File: src/rtl/fg_sweep_ctrl.sv
// Linear frequency-sweep sequencer feeding set_count/duty_cycle/sig_type of the function generator.
// A host loads a descriptor over valid/ready, then start steps the count toward stop once or in a loop.
module fg_sweep_ctrl #(
  parameter int unsigned CNT_W     = 32,
  parameter int unsigned LIM_TABLE = 9999,
  parameter int unsigned LIM_PULSE = 499999
) (
  input  logic             clk,
  input  logic             rst_n,
  input  logic             cfg_valid,
  output logic             cfg_ready,
  input  logic [1:0]       cfg_sig_type,
  input  logic [7:0]       cfg_duty,
  input  logic [CNT_W-1:0] cfg_start,
  input  logic [CNT_W-1:0] cfg_stop,
  input  logic [CNT_W-1:0] cfg_step,
  input  logic [CNT_W-1:0] cfg_dwell,
  input  logic             cfg_loop,
  input  logic             start,
  input  logic             abort,
  input  logic             pause,
  output logic [CNT_W-1:0] set_count,
  output logic [7:0]       duty_cycle,
  output logic [1:0]       sig_type,
  output logic             busy,
  output logic             done,
  output logic             step_tick,
  output logic             cfg_err
);

  localparam logic [CNT_W-1:0] LimTable   = CNT_W'(LIM_TABLE);
  localparam logic [CNT_W-1:0] LimPulse   = CNT_W'(LIM_PULSE);
  localparam logic [CNT_W-1:0] ResetCount = CNT_W'(999);
  localparam logic [CNT_W-1:0] One        = CNT_W'(1);

  typedef enum logic [1:0] {StIdle, StRun, StPause} state_e;

  state_e           state;
  logic             armed;
  logic [1:0]       sh_type;
  logic [7:0]       sh_duty;
  logic [CNT_W-1:0] sh_start, sh_stop, sh_step, sh_dwell;
  logic             sh_loop;
  logic [CNT_W-1:0] dwell_cnt;

  logic [CNT_W-1:0] lim;
  logic             desc_ok;
  logic             dir_up;
  logic [CNT_W:0]   gap;
  logic [CNT_W-1:0] next_count;

  assign cfg_ready = (state == StIdle);
  assign busy      = (state != StIdle);

  always_comb begin
    lim     = cfg_sig_type[1] ? LimPulse : LimTable;
    desc_ok = (cfg_start <= lim) && (cfg_stop <= lim) && (cfg_step != '0) && (cfg_dwell != '0);
  end

  // The distance to stop is taken one bit wider; stepping only happens when that distance exceeds
  // the step, so the plain-width add/subtract below can neither overshoot nor wrap.
  always_comb begin
    dir_up = (sh_stop >= sh_start);
    if (dir_up) begin
      gap = {1'b0, sh_stop} - {1'b0, set_count};
    end else begin
      gap = {1'b0, set_count} - {1'b0, sh_stop};
    end
    if (gap <= {1'b0, sh_step}) begin
      next_count = sh_stop;
    end else if (dir_up) begin
      next_count = set_count + sh_step;
    end else begin
      next_count = set_count - sh_step;
    end
  end

  always_ff @(posedge clk or negedge rst_n) begin
    if (!rst_n) begin
      state      <= StIdle;
      armed      <= 1'b0;
      cfg_err    <= 1'b0;
      sh_type    <= '0;
      sh_duty    <= '0;
      sh_start   <= '0;
      sh_stop    <= '0;
      sh_step    <= '0;
      sh_dwell   <= '0;
      sh_loop    <= 1'b0;
      dwell_cnt  <= '0;
      set_count  <= ResetCount;
      duty_cycle <= '0;
      sig_type   <= '0;
      done       <= 1'b0;
      step_tick  <= 1'b0;
    end else begin
      done      <= 1'b0;
      step_tick <= 1'b0;
      case (state)
        StIdle: begin
          if (cfg_valid) begin
            if (desc_ok) begin
              sh_type  <= cfg_sig_type;
              sh_duty  <= cfg_duty;
              sh_start <= cfg_start;
              sh_stop  <= cfg_stop;
              sh_step  <= cfg_step;
              sh_dwell <= cfg_dwell;
              sh_loop  <= cfg_loop;
              armed    <= 1'b1;
              cfg_err  <= 1'b0;
            end else begin
              cfg_err  <= 1'b1;
            end
          end
          if (start && armed && !abort) begin
            sig_type   <= sh_type;
            duty_cycle <= sh_duty;
            set_count  <= sh_start;
            dwell_cnt  <= sh_dwell - One;
            state      <= StRun;
          end
        end
        StRun, StPause: begin
          if (abort) begin
            state <= StIdle;
          end else if (pause) begin
            state <= StPause;
          end else begin
            // Leaving PAUSE counts as a normal RUN cycle.
            state <= StRun;
            if (dwell_cnt != '0) begin
              dwell_cnt <= dwell_cnt - One;
            end else if (set_count != sh_stop) begin
              set_count <= next_count;
              step_tick <= 1'b1;
              dwell_cnt <= sh_dwell - One;
            end else if (sh_loop) begin
              set_count <= sh_start;
              step_tick <= 1'b1;
              dwell_cnt <= sh_dwell - One;
            end else begin
              state <= StIdle;
              done  <= 1'b1;
            end
          end
        end
        default: state <= StIdle;
      endcase
    end
  end

endmodule

File: config.mk
export PLATFORM = sky130hd
export DESIGN_NAME = fg_sweep_ctrl
export DESIGN_NICKNAME = d
export VERILOG_FILES = /design/src/rtl/fg_sweep_ctrl.sv
export SDC_FILE = /design/constraint.sdc
export NUM_CORES = 1
export LEC_CHECK = 0
export BUFFER_PORTS_ARGS = -buffer_cell sky130_fd_sc_hd__buf_2
export CAP_MARGIN = 30
export CORE_ASPECT_RATIO = 0.9
export CORE_MARGIN = 5
export CORE_UTILIZATION = 40
export DETAILED_ROUTE_END_ITERATION = 16
export HOLD_SLACK_MARGIN = 0.08
export SYNTH_ARGS = -nofsm -noshare
export SYNTH_HDL_FRONTEND = slang
export SYNTH_SLANG_ARGS = --single-unit
export TNS_END_PERCENT = 100
File: constraint.sdc
create_clock -name clk -period 10.6 [get_ports clk]
set_input_delay 1.59 -clock clk [delete_from_list [all_inputs] [get_ports clk]]
set_output_delay 1.59 -clock clk [all_outputs]
set_load 0.02 [all_outputs]
==> impl_summary.txt <==
----------------------------------------------------
[STA]
  Largest clock skew in the final design ... just over 20 ps
  Achievable Freq ... ~150 MHz
  Worst Max-Slew Pin Slew ... 998 ps
  Final min period ... 6470 ps
  Rel. slew slack ... 0.329
  Worst Setup Slack, final ... 4130 ps
  Final Cycle Share ... 0.610
  Final hold violation count ... 0
  Total of endpoints with negative setup slack in the final report ... 0
  Tightest hold margin ... 479 ps
  RSZ-0062 raised after global routing ... false
  Count of final max-slew check failures ... 0
  Post-route setup TNS ... 0 ps

[Clock tree]
  Number of buffers created by CTS ... 27
  H-tree depth reported by CTS ... 1
  Buffer levels on the longest clock path ... 3
  Latest clock arrival within the worst-skew pair ... slightly below 600 ps
  CTS-repair resized insts ... 0
  CTS tree ... yes
  Cell at the root of the clock tree ... clkbuf_16
  Post-CTS Setup Bufs ... 0
  # hold bufs at CTS ... 0
  Number of sinks driven by the clock tree ... 219
  Clock transition time at the flip-flop clock pins of the worst setup and hold paths ... about 60 ps

[Placement]
  Detailed-placement wirelength estimate ... around 44000 um
  Count of input and output buffers ... about 190
  Worst slack at placement ... ~4200 ps
  GPL Wtd Cong ... ~0.94

[Yosys]
  Count of distinct cell types in the synthesized netlist ... around 90
  Synthesized cell area ... around 0.018 mm2
  Count of flip-flops with a built-in enable after synthesis ... 0
  Share of synthesized registers carrying an async set or reset ... 1.00
  #FFs+latches synth ... 219
  Area contributors post-synth ... dfrtp_1, ha_1, mux2_2
  Most common cell in the synthesized netlist ... dfrtp_1
  Yosys synthesis warning count ... 0
  Leading register cell type out of synthesis ... dfrtp_1
  Area share of the largest cell type after synthesis ... 0.295
  Sequential cell area fraction in the yosys report ... 0.306
  Commonest cells in the synthesized netlist ... dfrtp_1, a21oi_1, ha_1
  Syn Area/Cell ... ~8.7 um2
  Mapped Cells ... about 2000
  Mapped Nets ... 2381
  Post-synthesis cell type with the largest combined area ... dfrtp_1

[Power and ir drop]
  Share of total power in combinational logic ... 0.415
  Part of the total power dissipated in sequential elements ... 0.304
  Internal power ... roughly 2100 uW
  Part of the total power dissipated in the clock network ... 0.280
  Power dissipated by switching net loads ... 1450 uW
  Worst IR drop on VDD ... 124 uV
  Power per cell area ... approximately 180 mW/mm2
  Leak pwr ... 0.00968 uW
  Switching share of power ... 0.407

[Critical path]
  Crit path arrival time ... 6890 ps
  Max FO, Critical Path ... 55
  Required arrival time at the worst endpoint ... roughly 11000 ps
  Capturing element type of the critical path ... flop
  Class of the most critical setup path ... reg -> reg
  Critical Path Start Type ... flop

[Floorplanning]
  Site Rows ... 73
  Die H ... 211 um
  Boundary Pins ... 192
  Starting utilization of the core area ... 0.405
  Total core area ... roughly 0.044 mm2
  Die Span X ... about 230 um
  Area of the die ... 0.0491 mm2

[Status]
  Run status ... completed

[Layout]
  Number of filler cells placed in the layout ... ~4400
  Layout Nets ... approximately 2500
  Fraction of layout cells with a size suffix above 1 ... 0.187
  Area growth from synthesis to layout ... 13.6%
  Multi-input gate area ... roughly 0.011 mm2
  # diodes ... 0
  Sequential cell area ... 0.00549 mm2

[Drt]
  Final routed wire length divided by cell count ... ~20 um
  Vias/cell ... ~5.7
  Routed Antenna Nets ... 0
  Aggregate routed wire length ... around 57000 um
  Starting DRC count in detailed routing ... approximately 1100
  Vias ... about 16000
  Post-detailed-route DRC marker count ... 0
  Number of iterations in the first detailed-routing pass ... 5

[Global routing]
  Total routing usage reported by global routing ... 0.226
  Grt ovf ... 0
  Global-route wire length before repair ... ~89000 um
  Maximum number of pins on one net before global-route repair ... 105
  Via count of the first global-routing pass ... 15876
  Initial antenna violation count ... 1

[Flow run]
  Max-cap viol count ... 0

[Worst hold path]
  Worst min-delay path class ... reg -> reg

----------------------------------------------------
-- sequential cells by signal, summed over array words and instances, names as in the netlist --
name	count
sh_loop	1
state	2
cfg_err	1
sh_type	2
sh_step	32
sh_duty	8
dwell_cnt	32
sh_stop	32
step_tick	1
duty_cycle	8
set_count	32
sh_start	32
armed	1
sig_type	2
sh_dwell	32
done	1
-- layer usage --
layer,track usage,vias up,part of all wire
li1,-,7744,-
met1,0.328,7773,0.47
met2,0.341,440,0.43
met3,0.0422,101,0.062
met4,0.0721,2,0.037
met5,0,-,0.00023
-- area by class of cell --
class,instances,area share
clock buffers,39,0.0398
clock inverters,11,0.00744
inverters,164,0.0302
multi-input cells,1580,0.560
flip-flops and latches,219,0.270
well taps,600,0.0369
repair buffers,209,0.0562
-- worst max-delay path, stage by stage, from the launching register on --
cell,delay (ps)
dfrtp_1,370
inv_1,80
ha_1,270
nand2b_1,100
a2111oi_0,120
o41ai_1,630
a41o_1,480
a21o_2,190
buf_4,520
nor2_1,100
nor4_1,590
a41oi_1,230
xnor2_1,170
ha_1,300
nand2_1,60
or2_2,300
o221ai_1,240
o221a_2,220
o21ai_0,90
nand3_2,300
buf_4,550
mux2i_1,250
a21oi_1,90
-- through the flow --
step                total power (uW)  instances  utilization  cell area [um2]
global route                    3810       2822        0.460            20400
floorplan                       2090       2055            -            17900
CTS                             3580       2822        0.460            20400
global placement                2550       2768        0.437            19300
detailed placement              2560       2772        0.439            19400
finish                          3570       2822        0.460            20400
-- cell families (layout without fill, tap and decap cells) --
kind of cell               count (synthesis)  after routing  share of synthesized area
and+or+nand+nor                          582            582                      0.163
muxes                                    139            139                     0.0863
DFF                                      219            219                      0.306
xor gates and xnor gates                 112            112                     0.0547
AOI/OAI and AO/OA                        566            566                      0.202
buffers and inverters                    256            423                     0.0599
adders and majority gates                181            181                      0.128
-- placed cells by master (no fill, tap or decap), types with 61 or more instances in the layout --
cell	synthesis	routed
dfrtp_1	211	211
buf_2	36	190
a21oi_1	188	187
ha_1	178	178
inv_1	164	164
nor2_1	147	145
nand2_1	127	127
mux2_2	124	124
o21ai_0	112	112
xnor2_1	79	79
a21o_1	64	63
nand3_1	61	61
-- path summary, 6_finish.rpt --
path	from	to	slack (ps)	cells past startpoint
hold / removal	armed	armed	480	1
setup reg to reg	sh_stop[0]	set_count[30]	4130	22
setup / recovery	sh_stop[0]	set_count[30]	4130	22
max in group asynchronous	rst_n	dwell_cnt[17]	8080	2
min in group asynchronous	rst_n	cfg_err	1060	1
hold reg to reg	armed	armed	480	1
-- power groups by stage --
stage / Sequential [uW] / Clock, uW / Combinational (uW)
6_report: 1090 / 1000 / 1480
5_1_grt: 1100 / 1060 / 1650
4_1_cts: 1080 / 1020 / 1470
3_5_place_dp: 1100 / 0 / 1460
3_3_place_gp: 1090 / 0 / 1450
2_1_floorplan: 1110 / 0 / 974
No activity file was read; power rests on OpenSTA's default activity.
